===== config.mk =====
export PLATFORM = sky130hd
export DESIGN_NAME = vga_bounce_box_module
export DESIGN_NICKNAME = d
export VERILOG_FILES = /design/src/rtl/vga_bounce_box_module.sv
export SDC_FILE = /design/constraint.sdc
export NUM_CORES = 1
export LEC_CHECK = 0
export BUFFER_PORTS_ARGS = -buffer_cell sky130_fd_sc_hd__clkbuf_2
export CAP_MARGIN = 20
export CORE_UTILIZATION = 40
export CTS_CLUSTER_SIZE = 24
export DETAILED_ROUTE_END_ITERATION = 12
export SYNTH_ARGS = -nofsm -noshare
export SYNTH_HDL_FRONTEND = slang
export SYNTH_SLANG_ARGS = --single-unit

===== constraint.sdc =====
create_clock -name clk -period 6.8 [get_ports clk]
set_clock_uncertainty 0.1 [all_clocks]
set_input_delay 0.68 -clock clk [delete_from_list [all_inputs] [get_ports clk]]
set_output_delay 0.68 -clock clk [all_outputs]
set_load 0.02 [all_outputs]

===== src/rtl/vga_bounce_box_module.sv =====
// rtl/vga_bounce_box_module.sv - bouncing box over colour bars with a red border, 1-clk registered pixel path
module vga_bounce_box_module #(
  parameter int H_ACTIVE = 800,
  parameter int V_ACTIVE = 600,
  parameter int BOX      = 64,
  parameter int STEP     = 2
) (
  input  logic        clk,
  input  logic        rst,
  input  logic        ready,
  input  logic [10:0] column_addr_sig,
  input  logic [10:0] row_addr_sig,
  input  logic        hsync_sig,
  input  logic        vsync_sig,
  output logic [4:0]  red_sig,
  output logic [5:0]  green_sig,
  output logic [4:0]  blue_sig,
  output logic        hsync_out,
  output logic        vsync_out
);

  localparam logic [0:0] RIGHT = 1'b0;
  localparam logic [0:0] LEFT  = 1'b1;
  localparam logic [0:0] DOWN  = 1'b0;
  localparam logic [0:0] UP    = 1'b1;

  localparam logic [11:0] X_MAX  = 12'(H_ACTIVE - BOX);
  localparam logic [11:0] Y_MAX  = 12'(V_ACTIVE - BOX);
  localparam logic [11:0] STEP_W = 12'(STEP);
  localparam logic [11:0] BOX_W  = 12'(BOX);
  localparam logic [11:0] H_LAST = 12'(H_ACTIVE - 1);
  localparam logic [11:0] V_LAST = 12'(V_ACTIVE - 1);

  logic [10:0] box_x, box_y;
  logic [0:0]  x_state, y_state;
  logic        vsync_q2;
  logic        frame_tick;

  // vsync_out doubles as the first history stage; both reset high so release never looks like an edge
  always_ff @(posedge clk or posedge rst) begin
    if (rst) begin
      hsync_out <= 1'b1;
      vsync_out <= 1'b1;
      vsync_q2  <= 1'b1;
    end else begin
      hsync_out <= hsync_sig;
      vsync_out <= vsync_sig;
      vsync_q2  <= vsync_out;
    end
  end

  assign frame_tick = vsync_out & ~vsync_q2;

  always_ff @(posedge clk or posedge rst) begin
    if (rst) begin
      box_x   <= '0;
      x_state <= RIGHT;
    end else if (frame_tick) begin
      if (x_state == RIGHT) begin
        if ({1'b0, box_x} + STEP_W >= X_MAX) begin
          box_x   <= X_MAX[10:0];
          x_state <= LEFT;
        end else begin
          box_x <= box_x + STEP_W[10:0];
        end
      end else begin
        if ({1'b0, box_x} <= STEP_W) begin
          box_x   <= '0;
          x_state <= RIGHT;
        end else begin
          box_x <= box_x - STEP_W[10:0];
        end
      end
    end
  end

  always_ff @(posedge clk or posedge rst) begin
    if (rst) begin
      box_y   <= '0;
      y_state <= DOWN;
    end else if (frame_tick) begin
      if (y_state == DOWN) begin
        if ({1'b0, box_y} + STEP_W >= Y_MAX) begin
          box_y   <= Y_MAX[10:0];
          y_state <= UP;
        end else begin
          box_y <= box_y + STEP_W[10:0];
        end
      end else begin
        if ({1'b0, box_y} <= STEP_W) begin
          box_y   <= '0;
          y_state <= DOWN;
        end else begin
          box_y <= box_y - STEP_W[10:0];
        end
      end
    end
  end

  logic [11:0] col_w, row_w;
  logic        in_box, on_border;
  logic [2:0]  idx;
  logic [4:0]  red_n, blue_n;
  logic [5:0]  green_n;

  assign col_w = {1'b0, column_addr_sig};
  assign row_w = {1'b0, row_addr_sig};
  assign idx   = column_addr_sig[9:7];

  // 12-bit compares keep box_x+BOX from wrapping near the right edge
  assign in_box = (col_w >= {1'b0, box_x}) && (col_w < {1'b0, box_x} + BOX_W) &&
                  (row_w >= {1'b0, box_y}) && (row_w < {1'b0, box_y} + BOX_W);
  assign on_border = (col_w == 12'd0) || (col_w == H_LAST) ||
                     (row_w == 12'd0) || (row_w == V_LAST);

  always_comb begin
    red_n   = '0;
    green_n = '0;
    blue_n  = '0;
    if (ready) begin
      if (in_box) begin
        red_n   = 5'h1F;
        green_n = 6'h3F;
        blue_n  = 5'h1F;
      end else if (on_border) begin
        red_n = 5'h1F;
      end else begin
        red_n   = {5{idx[2]}};
        green_n = {6{idx[1]}};
        blue_n  = {5{idx[0]}};
      end
    end
  end

  always_ff @(posedge clk or posedge rst) begin
    if (rst) begin
      red_sig   <= '0;
      green_sig <= '0;
      blue_sig  <= '0;
    end else begin
      red_sig   <= red_n;
      green_sig <= green_n;
      blue_sig  <= blue_n;
    end
  end

endmodule


* After elaboration in Yosys (flattened, before gate mapping)
Cells that the tools add are included.
Word-level totals: bits in registers 43, latch bits 0, bits in writable memories 0, ROM bits 0, output and inout bits 18, word-level logic and storage cells 59, memories 0
Operators by class: add/sub/neg operators 8, multipliers 0, divide/modulo/power cells 0, order comparisons 8, eq/ne operators 2, shift operators 0, multiplexer cells 21, bitwise logic cells 2, reductions and logical operators 8
Operator list (count):
- $mux 11 | 6
- $mux 5 | 6
- $add 11x2->12 const B | 2
- $add 11x7->12 const B | 2
- $ge 12x10->1 const B | 2
- $logic_not 12->1 | 2
- $lt 11x12->1 | 2
- $add 11x2->11 const B | 2
- $eq 11x10->1 const B | 2
- $ge 11x11->1 | 2
- $le 11x2->1 const B | 2
- $sub 11x2->11 const B | 2
- $mux 6 | 3
- $mux 1 | 6
- $logic_and 1x1->1 | 3
- $logic_or 1x1->1 | 3
- $and 1x1->1 | 1
- $not 1->1 | 1

* Logic depth before layout (Yosys ltp)
depth after elaboration 7, mapped depth 10, gate-level depth less buffers 9

* Worst setup path before layout
No wires, ideal clock.
path kind reg-to-reg, start register box_x[8], end register green_sig[4], library setup time 0.066 ns, arrival time 2.448 ns, required time 6.634 ns, slack 4.186 ns, cell stages (with the launch flop) 11, buffers on the path 1, period minus slack after synthesis 2.614 ns, cells stage by stage dfrtp_1 > clkbuf_1 > nand3_1 > xnor2_1 > ha_1 > a21o_1 > a2111oi_0 > a211o_1 > a21oi_1 > nor4b_1 > a31o_2
On the way: cells in the longest elaborated chain, start to end 7
Ends and longest elaborated chain:
- from (decl) | RTL line 34 | logic [10:0] box_x, box_y;
- from (signal assigned) | RTL line 61 | box_x <= X_MAX[10:0];
- from (signal assigned) | RTL line 64 | box_x <= box_x + STEP_W[10:0];
- from (signal assigned) | RTL line 71 | box_x <= box_x - STEP_W[10:0];
- $add 11x7->12 | RTL line 111 | assign in_box = (col_w >= {1'b0, box_x}) && (col_w < {1'b0, box_x} + BOX_W) &&
- $lt 11x12->1 | RTL line 111
- $logic_and 1x1->1 * (2 in a row) | RTL line 111
- $logic_and 1x1->1 * | RTL line 112 | (row_w >= {1'b0, box_y}) && (row_w < {1'b0, box_y} + BOX_W);
- $mux 6 * | RTL line 121 | if (in_box) begin
- $mux 6 * | RTL line 120 | if (ready) begin
- to (signal assigned) | RTL line 142 | green_sig <= green_n;
- to (decl) | RTL line 16 | output logic [5:0] green_sig,
Mark *: on every way between the ends. The rest lies on a longest branch, timed or not. A chain may end at the register's enable or synchronous reset.

* Worst setup path after layout
start register box_x[6], end register green_sig[4]
Same word-level chain as after synthesis.

==> results by group <==
Worst setup path
  • Reg2reg setup slack: 3920 ps
  • WS Path Type: reg -> reg
  • Worst setup SP type: flip-flop
  • Worst reg2reg startpoint: box_x[6]$_DFFE_PP0P_
  • Crit end category: flip-flop
  • Reg2Reg Depth: 9
  • Worst EP required: 6920 ps
  • Max Fanout on Critical Path: 10
  • Crit Reg-Reg Endpoint: green_sig[4]$_DFF_PP0_
  • Arr. time, crit path: 3000 ps
  • CP startpoint: box_x[6]$_DFFE_PP0P_

Yosys
  • Mapped Avg Cell Area: 8.06 µm²
  • Syn nets: 461
  • Post-synthesis sequential area ratio: 0.222
  • Area share of the largest cell type after synthesis: 0.197
  • Synthesized area: 3180 µm²
  • Synth area leaders: dfrtp_1 (20%), ha_1 (16%), o21ai_0 (4.1%), nand3_1 (3.8%), buf_4 (3.3%)
  • Yosys reg bits: 28
  • Cells after synthesis: 394
  • Post-synth EDFFs: 0
  • Yosys Warn Count: 0
  • Top_reg_cell synth: dfrtp_1
  • Async SR Flop Fraction: 1.00
  • Count leader, synth: ha_1
  • Post-synthesis cell type count: 64
  • Area leader, netlist: dfrtp_1
  • Commonest cells in the netlist: ha_1 (40), nor2_1 (27), inv_1 (26), o21ai_0 (26), dfrtp_1 (25)

Timing
  • RSZ-0062 raised after global routing: false
  • Fin crit share: 0.424
  • Worst setup margin: 3920 ps
  • Final slew viol count: 0
  • Highest clock rate: 347 MHz
  • Setup_tns: 0 ps
  • Least-Margin Pin Slew: 689 ps
  • Setup violations, final: 0
  • Final hold vios: 0
  • Tmin final: about 2900 ps
  • Max-Slew Margin vs Limit: 0.534

Clocking
  • CTS clk-pin slew, worst paths: 110 ps
  • CTS sink cnt: 28
  • Root Driver: clkbuf_8
  • CTS tree: done
  • H-tree depth: 1
  • Clk buf depth: 2
  • Hold-fix buffers at CTS: 0
  • Clk_lat worst skew: 280 ps
  • Clock buffer count from CTS: 3
  • Setup Buffers After CTS: 0
  • # resized after CTS: 0

Layout
  • Area growth syn-to-layout: 7.01%
  • FF/Latch Area: 704 µm²
  • Area of the multi-input gates: ~2200 µm²
  • Final net count: 480
  • Fraction of layout cells with a size suffix above 1: 0.158
  • # diodes: 0
  • Final core occ: 0.442
  • Non-filler instance count after layout: 514
  • Fill count: 805

Die
  • Die X: 91.1 µm
  • Starting Density: 0.413
  • Die area: 8300 µm²
  • Area of the core: a little under 8000 µm²
  • Die height: 91.1 µm
  • Row count: 32
  • # IOs: 45

Pwr
  • Cell-internal power: 447 µW
  • Comb power frac: 0.540
  • VDD IR-drop max: 0.000112 V
  • Register share of total power: 0.334
  • Total power divided by cell area: 255 nW/µm²
  • Pleak: 0.00144 µW
  • Clock share of power: 0.126
  • Net Switching: approximately 420 µW
  • Switch share: 0.484

Run
  • Max-cap viol count: 0

GRT
  • Vias in the first global route: ~2,800
  • Global Route Usage Sum: 0.204
  • Initial antenna violation count: 0
  • Largest net degree at the start of global routing: 29
  • Global route overflow: 0
  • First-pass GRT wire length: 13.8 mm

Route
  • Initial DRC Count: 267
  • Antenna viol nets, final: 0
  • DR vias: 3,057
  • Drt total wl: 8.22 mm
  • Drt wl/cell: 16.0 µm
  • DRC viols: 0
  • DR pass1 iterations: 5
  • Via density: 5.95

Outcome
  • Status: finished, final reports clean

Placed design
  • Pre-CTS setup slack: 3980 ps
  • Inst Count DP: 510
  • Post-DP HPWL: 6.35 mm
  • Gp weighted congestion: 0.904
  • PortBufs: 44

Min path
  • Hold Path End: vsync_q2$_DFF_PP1_
  • Hold wc startpoint: vsync_out$_DFF_PP1_
  • Hold Path Class: reg -> reg
  • WHS Path Cells: 0
[worst max-delay path, stage by stage (launching register included)]
cell       delay, ps
dfrtp_1          540
nand3_1          250
xnor2_1          190
ha_1             290
a21o_1           200
a2111oi_0        430
a211o_1          160
a21oi_1           50
nor4b_1          440
a31o_2           180
[per-layer routing]
| metal | routed length [µm] | global-route usage | vias up |
|---|---|---|---|
| met1 | 4130 | 0.303 | 1449 |
| met2 | 3600 | 0.318 | 94 |
| met5 | 0 | 0 | - |
| met4 | 92 | 0.0463 | 0 |
| li1 | - | - | 1508 |
| met3 | 398 | 0.0184 | 6 |
[flip-flops by register name, indices dropped and copies added, names as in the netlist]
name and cells:
vsync_out 1, green_sig 1, box_y 10, vsync_q2 1, blue_sig 1, x_state 1
box_x 10, red_sig 1, hsync_out 1, y_state 1
[per-stage QoR]
step / total power, µW / instance area [µm²] / hold WS (ps)
floorplan: 650 / 3180 / 310
global placement: 746 / 3340 / 272
detailed placement: 752 / 3340 / 274
CTS: 864 / 3400 / 292
global route: 955 / 3400 / 298
finish: 867 / 3400 / 290
[worst max-delay path by stage]
stage / endpoint / slack (ps) / depth (start not counted)
2_1_floorplan: green_sig[4]$_DFF_PP0_ / 4190 / 10
3_3_place_gp: green_sig[4]$_DFF_PP0_ / 4130 / 9
3_5_place_dp: green_sig[4]$_DFF_PP0_ / 3980 / 9
4_1_cts: green_sig[4]$_DFF_PP0_ / 3910 / 9
5_1_grt: green_sig[4]$_DFF_PP0_ / 3590 / 9
6_report: green_sig[4]$_DFF_PP0_ / 3920 / 9
[layout by cell type (no fill, tap or decap), types with 3 or more instances in the layout]
cell       Yosys  layout
clkbuf_2       2      44
ha_1          40      40
nor2_1        27      27
inv_1         26      26
o21ai_0       26      26
dfrtp_1       25      25
nand3_1       24      24
nand2_1       19      19
a21oi_1       18      18
nor3_1        17      17
a31oi_1       12      12
xnor2_1       11      11
o21a_1         9       9
nand4_1        7       7
nor2b_1        6       6
and3_1         5       5
o211ai_1       5       5
and2_1         5       5
or3_1          4       4
o221ai_1       4       4
a211o_1        4       4
clkbuf_8       0       4
a311oi_1       3       3
o22ai_1        3       3
nand2b_1       3       3
a32oi_1        3       3
o31ai_1        3       3
a211oi_1       3       3
or4_1          3       3
nor4_1         3       3
a2111oi_0      3       3
a41oi_1        3       3
dfstp_2        3       3
buf_4         14       3
[kinds of logic after synthesis]
kind of cell | count (synthesis) | synth area share
AND/OR/NAND/NOR | 130 | 0.212
AO/OA/AOI/OAI | 123 | 0.277
buffers and inverters | 60 | 0.0957
adder cells (fa/ha/maj) | 40 | 0.158
flip-flops | 28 | 0.222
XOR/XNOR | 12 | 0.0331
multiplexers | 1 | 0.00315
[power by group through the flow]
stage	registers [µW]	logic, µW	clock network, µW
after global routing	299	534	122
final	290	468	110
after detailed placement	291	460	0
after floorplan	233	416	0
after CTS	288	464	112
after global placement	289	457	0
[area by class of cell]
class,instances,area share
Multi-Input combinational cell,306,0.638
Sequential cell,28,0.207
Timing Repair Buffer,47,0.0714
Tap cell,102,0.0375
Inverter,27,0.0298
Clock buffer,4,0.0162
(Power assumes the default switching activity.)
